`src/rtl/muldiv_pkg.sv`:
```
// Shared definitions for the iterative multiply/divide unit.
// Contents:
//   DATA_W_DEF / ADDR_W_DEF : default operand width and register-address width
//   CNT_W_DEF               : iteration counter width for the default operand width
//   op_e                    : operation encoding presented on op_i
//   state_e                 : control FSM states
package muldiv_pkg;

  localparam int DATA_W_DEF = 34;
  localparam int ADDR_W_DEF = 5;
  localparam int CNT_W_DEF  = $clog2(DATA_W_DEF) + 1;

  typedef enum logic [1:0] {
    OP_MUL  = 2'd0,
    OP_MULH = 2'd1,
    OP_DIV  = 2'd2,
    OP_REM  = 2'd3
  } op_e;

  typedef enum logic [1:0] {
    S_IDLE = 2'd0,
    S_CALC = 2'd1,
    S_DONE = 2'd2
  } state_e;

endpackage

```
`src/rtl/muldiv_step_mod.sv`:
```
// One combinational iteration of the multiply/divide datapath.
// Ports:
//   is_div_i : 1 = restoring-divide step, 0 = shift-add multiply step
//   hi_i     : upper accumulator (multiply: product high word, divide: partial remainder)
//   lo_i     : lower accumulator (multiply: product low word / remaining multiplier bits,
//              divide: remaining dividend bits shifting out, quotient bits shifting in)
//   opnd_i   : multiplicand (multiply) or divisor (divide)
//   hi_o     : next upper accumulator
//   lo_o     : next lower accumulator
module muldiv_step_mod
  import muldiv_pkg::*;
#(
  parameter int DATA_W = DATA_W_DEF
) (
  input  logic              is_div_i,
  input  logic [DATA_W:0]   hi_i,
  input  logic [DATA_W-1:0] lo_i,
  input  logic [DATA_W-1:0] opnd_i,
  output logic [DATA_W:0]   hi_o,
  output logic [DATA_W-1:0] lo_o
);

  logic [DATA_W:0]   addend;
  logic [DATA_W:0]   sum;
  logic [DATA_W:0]   shifted;
  logic [DATA_W+1:0] diff;

  // Multiply consumes the multiplier LSB-first from lo_i[0]; the add result is one bit
  // wider than a word so the carry survives the right shift of the whole product.
  // Divide shifts the next dividend bit into the remainder and trial-subtracts the
  // divisor; the extra top bit of diff acts as the borrow that selects restore or keep.
  always_comb begin
    addend  = lo_i[0] ? {1'b0, opnd_i} : '0;
    sum     = hi_i + addend;
    shifted = {hi_i[DATA_W-1:0], lo_i[DATA_W-1]};
    diff    = {1'b0, shifted} - {2'b00, opnd_i};
    hi_o    = '0;
    lo_o    = '0;
    if (is_div_i) begin
      if (diff[DATA_W+1]) begin
        hi_o = shifted;
        lo_o = {lo_i[DATA_W-2:0], 1'b0};
      end else begin
        hi_o = diff[DATA_W:0];
        lo_o = {lo_i[DATA_W-2:0], 1'b1};
      end
    end else begin
      hi_o = {1'b0, sum[DATA_W:1]};
      lo_o = {sum[0], lo_i[DATA_W-1:1]};
    end
  end

endmodule

```
`src/rtl/muldiv_unit_mod.sv`:
```
// Iterative unsigned multiply/divide unit feeding register-file write port 3.
// Ports:
//   clk, rst_n   : clock (rising edge) and asynchronous active-low reset
//   start_i      : request a new operation, accepted only when the unit is idle
//   op_i         : 0=MUL low word, 1=MULH high word, 2=DIV quotient, 3=REM remainder
//   operand_a_i  : multiplicand / dividend
//   operand_b_i  : multiplier / divisor
//   dest_addr_i  : destination register index
//   busy_o       : unit occupied, core must stall
//   result_o     : result word, held after the write strobe
//   wb_addr_o    : destination register index, held after the write strobe
//   wb_en_o      : one-cycle register-file write strobe
module muldiv_unit_mod
  import muldiv_pkg::*;
#(
  parameter int DATA_W = DATA_W_DEF,
  parameter int ADDR_W = ADDR_W_DEF
) (
  input  logic              clk,
  input  logic              rst_n,
  input  logic              start_i,
  input  logic [1:0]        op_i,
  input  logic [DATA_W-1:0] operand_a_i,
  input  logic [DATA_W-1:0] operand_b_i,
  input  logic [ADDR_W-1:0] dest_addr_i,
  output logic              busy_o,
  output logic [DATA_W-1:0] result_o,
  output logic [ADDR_W-1:0] wb_addr_o,
  output logic              wb_en_o
);

  localparam int CntW = $clog2(DATA_W) + 1;
  localparam logic [CntW-1:0] LastCnt = CntW'(DATA_W - 1);

  state_e            state_q;
  op_e               op_q;
  logic [CntW-1:0]   cnt_q;
  logic [DATA_W:0]   hi_q;
  logic [DATA_W-1:0] lo_q;
  logic [DATA_W-1:0] opnd_q;
  logic              div0_q;
  logic [ADDR_W-1:0] dest_q;
  logic              busy_q;
  logic              wb_en_q;
  logic [DATA_W-1:0] result_q;
  logic [ADDR_W-1:0] wb_addr_q;

  logic [DATA_W:0]   hi_d;
  logic [DATA_W-1:0] lo_d;
  logic [DATA_W-1:0] result_d;
  logic              is_div;
  logic              start_div;
  logic              start_ok;

  assign is_div    = (op_q == OP_DIV) || (op_q == OP_REM);
  assign start_div = (op_e'(op_i) == OP_DIV) || (op_e'(op_i) == OP_REM);
  // busy_q is still set during the strobe cycle, so a request there is ignored.
  assign start_ok  = start_i && !busy_q;

  muldiv_step_mod #(.DATA_W(DATA_W)) u_step (
    .is_div_i (is_div),
    .hi_i     (hi_q),
    .lo_i     (lo_q),
    .opnd_i   (opnd_q),
    .hi_o     (hi_d),
    .lo_o     (lo_d)
  );

  // Result word selection once iteration is finished. A zero divisor skips CALC,
  // so lo_q still holds the original dividend, which is exactly the REM answer.
  always_comb begin
    result_d = lo_q;
    unique case (op_q)
      OP_MUL:  result_d = lo_q;
      OP_MULH: result_d = hi_q[DATA_W-1:0];
      OP_DIV:  result_d = div0_q ? '1 : lo_q;
      OP_REM:  result_d = div0_q ? lo_q : hi_q[DATA_W-1:0];
      default: result_d = lo_q;
    endcase
  end

  // Control FSM with registered outputs. The write strobe is registered while
  // leaving DONE, so it appears one edge after DONE is entered; busy stays high
  // through that strobe cycle and drops on the following edge.
  always_ff @(posedge clk or negedge rst_n) begin
    if (!rst_n) begin
      state_q   <= S_IDLE;
      op_q      <= OP_MUL;
      cnt_q     <= '0;
      hi_q      <= '0;
      lo_q      <= '0;
      opnd_q    <= '0;
      div0_q    <= 1'b0;
      dest_q    <= '0;
      busy_q    <= 1'b0;
      wb_en_q   <= 1'b0;
      result_q  <= '0;
      wb_addr_q <= '0;
    end else begin
      unique case (state_q)
        S_IDLE: begin
          wb_en_q <= 1'b0;
          busy_q  <= 1'b0;
          if (start_ok) begin
            op_q   <= op_e'(op_i);
            dest_q <= dest_addr_i;
            cnt_q  <= '0;
            hi_q   <= '0;
            busy_q <= 1'b1;
            if (start_div) begin
              lo_q   <= operand_a_i;
              opnd_q <= operand_b_i;
            end else begin
              lo_q   <= operand_b_i;
              opnd_q <= operand_a_i;
            end
            if (start_div && (operand_b_i == '0)) begin
              div0_q  <= 1'b1;
              state_q <= S_DONE;
            end else begin
              div0_q  <= 1'b0;
              state_q <= S_CALC;
            end
          end
        end
        S_CALC: begin
          hi_q  <= hi_d;
          lo_q  <= lo_d;
          cnt_q <= cnt_q + 1'b1;
          if (cnt_q == LastCnt) begin
            state_q <= S_DONE;
          end
        end
        S_DONE: begin
          wb_en_q   <= 1'b1;
          result_q  <= result_d;
          wb_addr_q <= dest_q;
          state_q   <= S_IDLE;
        end
        default: state_q <= S_IDLE;
      endcase
    end
  end

  assign busy_o    = busy_q;
  assign wb_en_o   = wb_en_q;
  assign result_o  = result_q;
  assign wb_addr_o = wb_addr_q;

endmodule

```
`config.mk`:
```
export PLATFORM = sky130hd
export DESIGN_NAME = muldiv_unit_mod
export DESIGN_NICKNAME = d
export VERILOG_FILES = /design/src/rtl/muldiv_pkg.sv /design/src/rtl/muldiv_step_mod.sv /design/src/rtl/muldiv_unit_mod.sv
export SDC_FILE = /design/constraint.sdc
export NUM_CORES = 1
export LEC_CHECK = 0
export CORE_MARGIN = 2
export CORE_UTILIZATION = 32
export CTS_CLUSTER_DIAMETER = 60
export DETAILED_ROUTE_END_ITERATION = 8
export GPL_ROUTABILITY_DRIVEN = 0
export HOLD_SLACK_MARGIN = 0.08
export PLACE_DENSITY = 0.48
export SYNTH_ARGS = -nofsm -noshare
export SYNTH_HDL_FRONTEND = slang
export SYNTH_HIERARCHICAL = 1
export SYNTH_SLANG_ARGS = --single-unit
export TNS_END_PERCENT = 50
```
`constraint.sdc`:
```
create_clock -name clk -period 3.1 [get_ports clk]
set_clock_uncertainty 0.15 [all_clocks]
set_input_delay 0.465 -clock clk [delete_from_list [all_inputs] [get_ports clk]]
set_output_delay 0.465 -clock clk [all_outputs]
set_load 0.005 [all_outputs]
```
==> flow_metrics.py, run 1 <==
metrics = {
    "timing": {
        "holdWs_ns": 0.325,
        "rsz0062_at_grt": "yes",
        "maxSlewHeadroom_pct": 38.4,
        "final-hold-violation-count": 0,
        "min_period_ns": 3.23,
        "setup_viol": 9,
        "fmax_mhz": 309,
        "min_period_over_period_pct": 104,
        "slew_viol_final": 0,
        "setup_tns_ns": -0.591,
        "worst_pin_slew_ns": 0.923,
        "fin_ws_ns": -0.132,
    },
    "clock_network": {
        "ctsHtreeMaxLevel": 4,
        "cts.sinks": 161,
        "worst_skew_pair.late_latency_ns": 0.44,
        "cts_tree": "built",
        "clk_pin_slew_ns": 0.07,
        "cts_root_buffer": "clkbuf_16",
        "clock_path_buffers": 2,
        "cts_buffers": 17,
    },
    "floorplanning": {
        "rows": 73,
        "coreArea_mm2": 0.0398,
        "ios": 119,
        "die-area_mm2": 0.0421,
        "start_util_pct": 32.5,
        "die_w_um": 205,
        "die_h_um": 205,
    },
    "place": {
        "pre_cts_slack_ns": -0.340,
        "placed_area_mm2": 0.0160,
        "dpl.hpwl_um": 33500,
        "io_buffers": 118,
    },
    "logic_synthesis": {
        "synth_area_leaders": "dfrtp_1 31%, mux2i_1 9.3%, ha_1 6.8%",
        "synth_area_per_cell_um2": 8.25,
        "netlist_instances": 1569,
        "synth-seq-cells": 161,
        "synth_cell_types": 77,
        "yosys-top-cells-count": "227 x nand2_1, 161 x dfrtp_1, 120 x mux2i_1",
        "synth_area_mm2": 0.0129,
        "ys.flop_type": "dfrtp_1",
        "ys_warn_count": 6,
        "synth.most_common_cell": "nand2_1",
        "synth_fp_nets": 1719,
        "synth_area_leader_cell": "dfrtp_1",
        "synth-seq-area-share_pct": 31.1,
        "synth_top_area_share_pct": 31.1,
        "ys_async_sr_fraction_pct": 100,
        "synth_edf_count": 0,
    },
    "critical_path": {
        "crit_required_ns": 3.33,
        "rrSetupSlack_ns": -0.13,
        "critPathCaptureType": "flop",
        "r2r_cells": 14,
        "rr_startpoint": "lo_q[0]",
        "critPathArrivalTime_ns": 3.46,
        "start_kind": "flop",
        "crit_fanout": 12,
        "r2r-end": "hi_q[33]",
        "critical_path_class": "reg -> reg",
    },
    "power": {
        "power_density_mw_per_mm2": 1200,
        "vdd_drop_max_mv": 0.436,
        "power_mw": 20.8,
        "power_leakage_nw": 8.44,
    },
    "finish": {
        "area_growth_pct": 34.0,
        "design_area_mm2": 0.0173,
        "drive_gt1_share_pct": 21.7,
        "fill_cells": 4083,
        "fin_nets": 1979,
    },
    "route": {
        "drt.antenna.violating_nets": 0,
        "wl_met2_um": 19200,
        "first_pass_iters": 6,
        "vias": 12300,
        "met3WireLength_um": 1940,
        "via_per_inst": 5.18,
        "drc": 0,
        "routed_wl_um": 44200,
        "avgRoutedWirePerCell_um": 18.7,
        "drt_iter0_drc": 713,
        "top_layer_used": "met5",
        "wl_met1_um": 22300,
    },
    "status": {
        "status": "complete, but fails checks",
        "violations": "negative setup slack",
    },
    "global_routing": {
        "grt_pass1_wl_um": 69300,
        "grt_usage_pct": 21.3,
        "overflow": 0,
        "grt_max_degree": 95,
        "grt_pass1_vias": 12000,
        "antenna_found_initial": 4,
    },
    "min_path": {
        "holdCritStartpoint": "result_o[3]",
        "whs_endpoint": "result_o[3]",
        "whs_path_depth": 1,
        "hp-class": "reg -> reg",
    },
    "flow_run": {
        "maxCapViolCount": 0,
    },
}
-- placed cells by master (no fill, tap or decap), types with 4 or more instances in the layout --
cell             Yosys  routed
ha_4                 0      14
or3_1                5       5
nand3_1             59      57
clkdlybuf4s50_1      0     116
nand2_2              1       4
nor4_1               9       8
buf_12               0       9
dfrtp_1            161     157
xnor2_1             32      31
o21ai_2              0       8
a31oi_1             10       9
o21a_1               6       6
o21bai_1             9       8
and3_1              13      12
o211ai_1            14      14
buf_6                5       8
or2_2                4       4
nand2b_1            18      15
and2_1              40      38
inv_1               61      58
a211oi_2             1       5
ha_1                70      55
o21ai_0             56      37
a21o_1              61      61
a21oi_2              2      16
clkbuf_16            0      18
nand2_1            227     222
a221oi_1            34      34
xor2_1              18      17
o21ai_1             79      88
mux2i_1            120     119
nor2b_1              7       6
a21oi_1            119     102
o31ai_1              7       6
nand4_1              6       6
mux2_2              38      38
nor2_1             114     113
nor3_1              10       8
buf_4                3     197
-- layout make-up --
cell class | count | area, µm² | share of cell area (%)
clock inverter | 11 | 129 | 0.743
tap | 525 | 657 | 3.79
timing repair buffer | 335 | 2990 | 17.2
inverter | 61 | 229 | 1.32
antenna | 1 | 2.50 | 0.0144
sequential | 161 | 4040 | 23.3
multi-input combinational | 1253 | 8840 | 50.9
clock buffer | 20 | 467 | 2.69
-- per-layer routing --
metal	global-route usage [%]	vias up
met5	0	-
met4	5.24	4
met3	3.48	39
met2	31.6	217
met1	31.8	5865
li1	-	6134
-- worst max path at each step --
stage / depth (start not counted) / to / slack, ns / start
floorplan: 14 / hi_q[33] / -0.0002 / lo_q[0]
global placement: 17 / hi_q[28] / -0.29 / lo_q[33]
detailed placement: 16 / hi_q[33] / -0.34 / lo_q[0]
CTS: 15 / hi_q[33] / -0.15 / lo_q[0]
global route: 16 / hi_q[33] / -0.29 / lo_q[0]
finish: 14 / hi_q[33] / -0.13 / lo_q[0]
-- through the flow --
step / util, % / instances
6_report: 43.6 / 2367
2_1_floorplan: - / 1569
5_1_grt: 43.6 / 2366
3_5_place_dp: 40.3 / 2323
4_1_cts: 42.6 / 2358
3_3_place_gp: 40.3 / 2323
-- registers in the layout, summed over array words and instances (netlist names) --
name,cells
div0_q,1
busy_o,1
result_o,34
dest_q,5
op_q,2
wb_en_o,1
lo_q,34
opnd_q,34
hi_q,35
cnt_q,7
wb_addr_o,5
state_q,2
-- timing repair --
item | in CTS | in global routing
setup buffers | 4 | 9
pin swaps | 28 | 22
resized for setup | 55 | 76
hold buffers | 1 | 0
endpoints found under the setup margin | 26 | 36
hold endpoints to repair | 51 | 0
gates cloned | 0 | 1
-- cell families after synthesis --
logic type,after synthesis,share of synthesized area [%]
simple gates,530,18.8
compound gates,441,21.7
flops,161,31.1
mux,160,12.8
buf+inv,155,5.10
fa+ha+maj,72,7.08
xor+xnor,50,3.38
-- critical path: stages (launching register included) --
cell and delay, ns:
dfrtp_2 0.45, buf_12 0.16, and2_1 0.14, ha_1 0.29, a21oi_1 0.24, o21ai_2 0.15
nor4_4 0.33, o21ai_4 0.11, nand2_2 0.08, o31ai_2 0.07, a221o_1 0.35, or4_1 0.41
nand4_1 0.10, nand2_1 0.05, nand2_1 0.07
-- power breakdown --
part / internal [mW] / switching (mW) / leakage, nW
clock: 1.26 / 0.954 / 0.295
combinational: 7.01 / 7.68 / 6.07
sequential: 2.95 / 0.987 / 2.07
total: 11.2 / 9.62 / 8.44
(Power assumes the default switching activity.)
==> inputs of run 2 (changes only) <==
--- a/config.mk
+++ b/config.mk
@@ -8,6 +8,7 @@
 export CORE_MARGIN = 2
 export CORE_UTILIZATION = 32
 export CTS_CLUSTER_DIAMETER = 60
+export CTS_CLUSTER_SIZE = 10
 export DETAILED_ROUTE_END_ITERATION = 8
 export GPL_ROUTABILITY_DRIVEN = 0
 export HOLD_SLACK_MARGIN = 0.08
==> constraint.sdc (replaced) <==
create_clock -name clk -period 3.1 [get_ports clk]
set_clock_uncertainty 0.15 [all_clocks]
set_input_delay 0.465 -clock clk [delete_from_list [all_inputs] [get_ports clk]]
set_output_delay 0.465 -clock clk [all_outputs]
set_load 0.1 [all_outputs]
==> run 2 against run 1 <==
The run still ends with negative setup slack left. Global-route usage decreased by 0.14 points. Routed wire length about the same. Sequential share of layout area about the same. Sequential cell count unchanged. Final cell count increased by 0.46%. Total power increased by 5.1%. Via count increased by 0.66%. Critical endpoint unchanged. Highest routed layer unchanged.
==> flow_metrics.py, run 2 (synthesis gave the netlist of run 1 again) <==
metrics = {
    "status": {
        "status": "complete, but fails checks",
        "violations": "negative setup slack",
    },
    "critical_path": {
        "critPathCaptureType": "flop",
        "start_kind": "flop",
        "critical_path_class": "reg -> reg",
        "crit_required_ns": 3.32,
        "critPathArrivalTime_ns": 3.48,
        "crit_fanout": 11,
    },
    "finish": {
        "largest_reg_flops": 35,
        "regMostFlops": "hi_q",
        "drive_gt1_share_pct": 24.9,
        "fill_cells": 4083,
        "regArea_mm2": 0.00404,
        "fin_nets": 1991,
        "design_area_mm2": 0.0174,
        "layout_common_cells": "244 x buf_4, 221 x nand2_1, 156 x dfrtp_1",
        "multi_input_area_mm2": 0.00892,
        "mostFrequentLayoutCell": "buf_4",
        "area_growth_pct": 34.3,
        "diodes": 0,
    },
    "floorplanning": {
        "die-area_mm2": 0.0421,
        "die_h_um": 205,
        "rows": 73,
        "ios": 119,
        "coreArea_mm2": 0.0398,
        "start_util_pct": 32.5,
        "die_w_um": 205,
    },
    "global_routing": {
        "antenna_found_initial": 2,
        "grt_pass1_vias": 11900,
        "overflow": 0,
        "grt_pass1_wl_um": 69000,
        "grt_usage_pct": 21.1,
        "grt_max_degree": 95,
    },
    "route": {
        "drc": 0,
        "vias": 12300,
        "via_per_inst": 5.19,
        "drt.antenna.violating_nets": 0,
        "drt_iter0_drc": 714,
        "avgRoutedWirePerCell_um": 18.6,
        "routed_wl_um": 44200,
        "first_pass_iters": 5,
    },
    "power": {
        "vdd_drop_max_mv": 0.452,
        "power_leakage_nw": 8.55,
        "power_density_mw_per_mm2": 1260,
    },
    "timing": {
        "fin_ws_ns": -0.161,
        "fmax_mhz": 307,
        "setup_viol": 9,
        "worst_pin_slew_ns": 0.830,
        "setup_tns_ns": -0.691,
        "rsz0062_at_grt": "yes",
        "min_period_ns": 3.26,
        "slew_viol_final": 0,
        "min_period_over_period_pct": 105,
        "holdWs_ns": 0.329,
        "maxSlewHeadroom_pct": 44.6,
        "final-hold-violation-count": 0,
    },
    "place": {
        "dpl.hpwl_um": 33300,
        "io_buffers": 118,
        "placed_area_mm2": 0.0160,
    },
    "clock_network": {
        "clk_pin_slew_ns": 0.07,
        "cts.sinks": 161,
        "cts_root_buffer": "clkbuf_16",
        "clock_path_buffers": 2,
        "cts_buffers": 17,
        "ctsHtreeMaxLevel": 4,
        "worst_skew_pair.late_latency_ns": 0.44,
        "cts_tree": "built",
    },
    "min_path": {
        "hp-class": "reg -> reg",
    },
    "flow_run": {
        "maxCapViolCount": 0,
    },
}
-- run 2: cell types whose count changed in the layout (fill, tap and decap cells not counted), moves of 3 or more --
| cell | previous run | this run |
|---|---|---|
| ha_1 | 55 | 52 |
| clkdlybuf4s50_1 | 116 | 75 |
| buf_4 | 197 | 244 |
| clkinvlp_4 | 1 | 7 |
| ha_4 | 14 | 17 |
| buf_6 | 8 | 15 |
-- run 2: area by class of cell --
| cell class | instances | share of cell area, % |
|---|---|---|
| inverter | 61 | 1.33 |
| sequential | 161 | 23.2 |
| multi-input combinational | 1253 | 51.3 |
| tap | 525 | 3.78 |
| clock inverter | 13 | 0.597 |
| clock buffer | 18 | 2.53 |
| timing repair buffer | 347 | 17.2 |
-- run 2: power by group --
| part | internal [mW] | switching (mW) | leakage (nW) |
|---|---|---|---|
| clock network | 1.06 | 0.994 | 0.246 |
| logic | 7.08 | 8.84 | 6.23 |
| registers | 2.95 | 0.984 | 2.07 |
-- run 2: path summary, 6_finish.rpt --
| check | startpoint | endpoint | slack (ns) | cells past startpoint |
|---|---|---|---|---|
| setup reg to reg | lo_q[0] | hi_q[33] | -0.16 | 15 |
| max in group asynchronous | rst_n | hi_q[3] | 1.49 | 3 |
| hold reg to reg | dest_q[0] | dest_q[0] | 0.33 | 2 |
| hold / removal | dest_q[0] | dest_q[0] | 0.33 | 2 |
| setup / recovery | lo_q[0] | hi_q[33] | -0.16 | 15 |
| min in group asynchronous | rst_n | result_o[28] | 0.42 | 2 |
-- run 2: per-stage QoR --
step	total power, mW	setup slack, ns	utilization (%)	std cells
global placement	18.2	-0.305	40.2	2328
finish	21.9	-0.161	43.7	2378
floorplan	13.0	-0.000246	-	1569
detailed placement	18.2	-0.393	40.2	2328
global route	23.6	-0.320	43.7	2378
CTS	20.8	-0.140	42.4	2369
-- run 2: routing by layer --
metal  wire, µm  global-route usage (%)  vias to the layer above  part of all wire (%)
met5         22                       0                        -                 0.050
met3       1790                    2.90                       38                   4.0
li1           -                       -                     6162                     -
met2      19000                    31.3                      204                    43
met1      22700                    31.9                     5932                    51
met4        711                    5.37                        4                   1.6
-- run 2: timing repair --
action | 4_1_cts | 5_1_grt
pin swaps | 27 | 56
hold buffers | 1 | 0
setup buffers | 10 | 10
resized for setup | 60 | 89
hold endpoints to repair | 70 | 0
endpoints found under the setup margin | 34 | 35
-- run 2: worst max-delay path, stage by stage (launching register included) --
cell      delay, ns
dfrtp_2        0.45
buf_12         0.15
buf_4          0.15
and2_1         0.14
ha_1           0.29
a21o_1         0.20
a21o_1         0.19
a21oi_2        0.13
nor2_1         0.07
a211oi_2       0.17
o31ai_2        0.11
a221o_1        0.35
or4_1          0.41
nand4_1        0.10
nand2_1        0.06
nand2_1        0.07
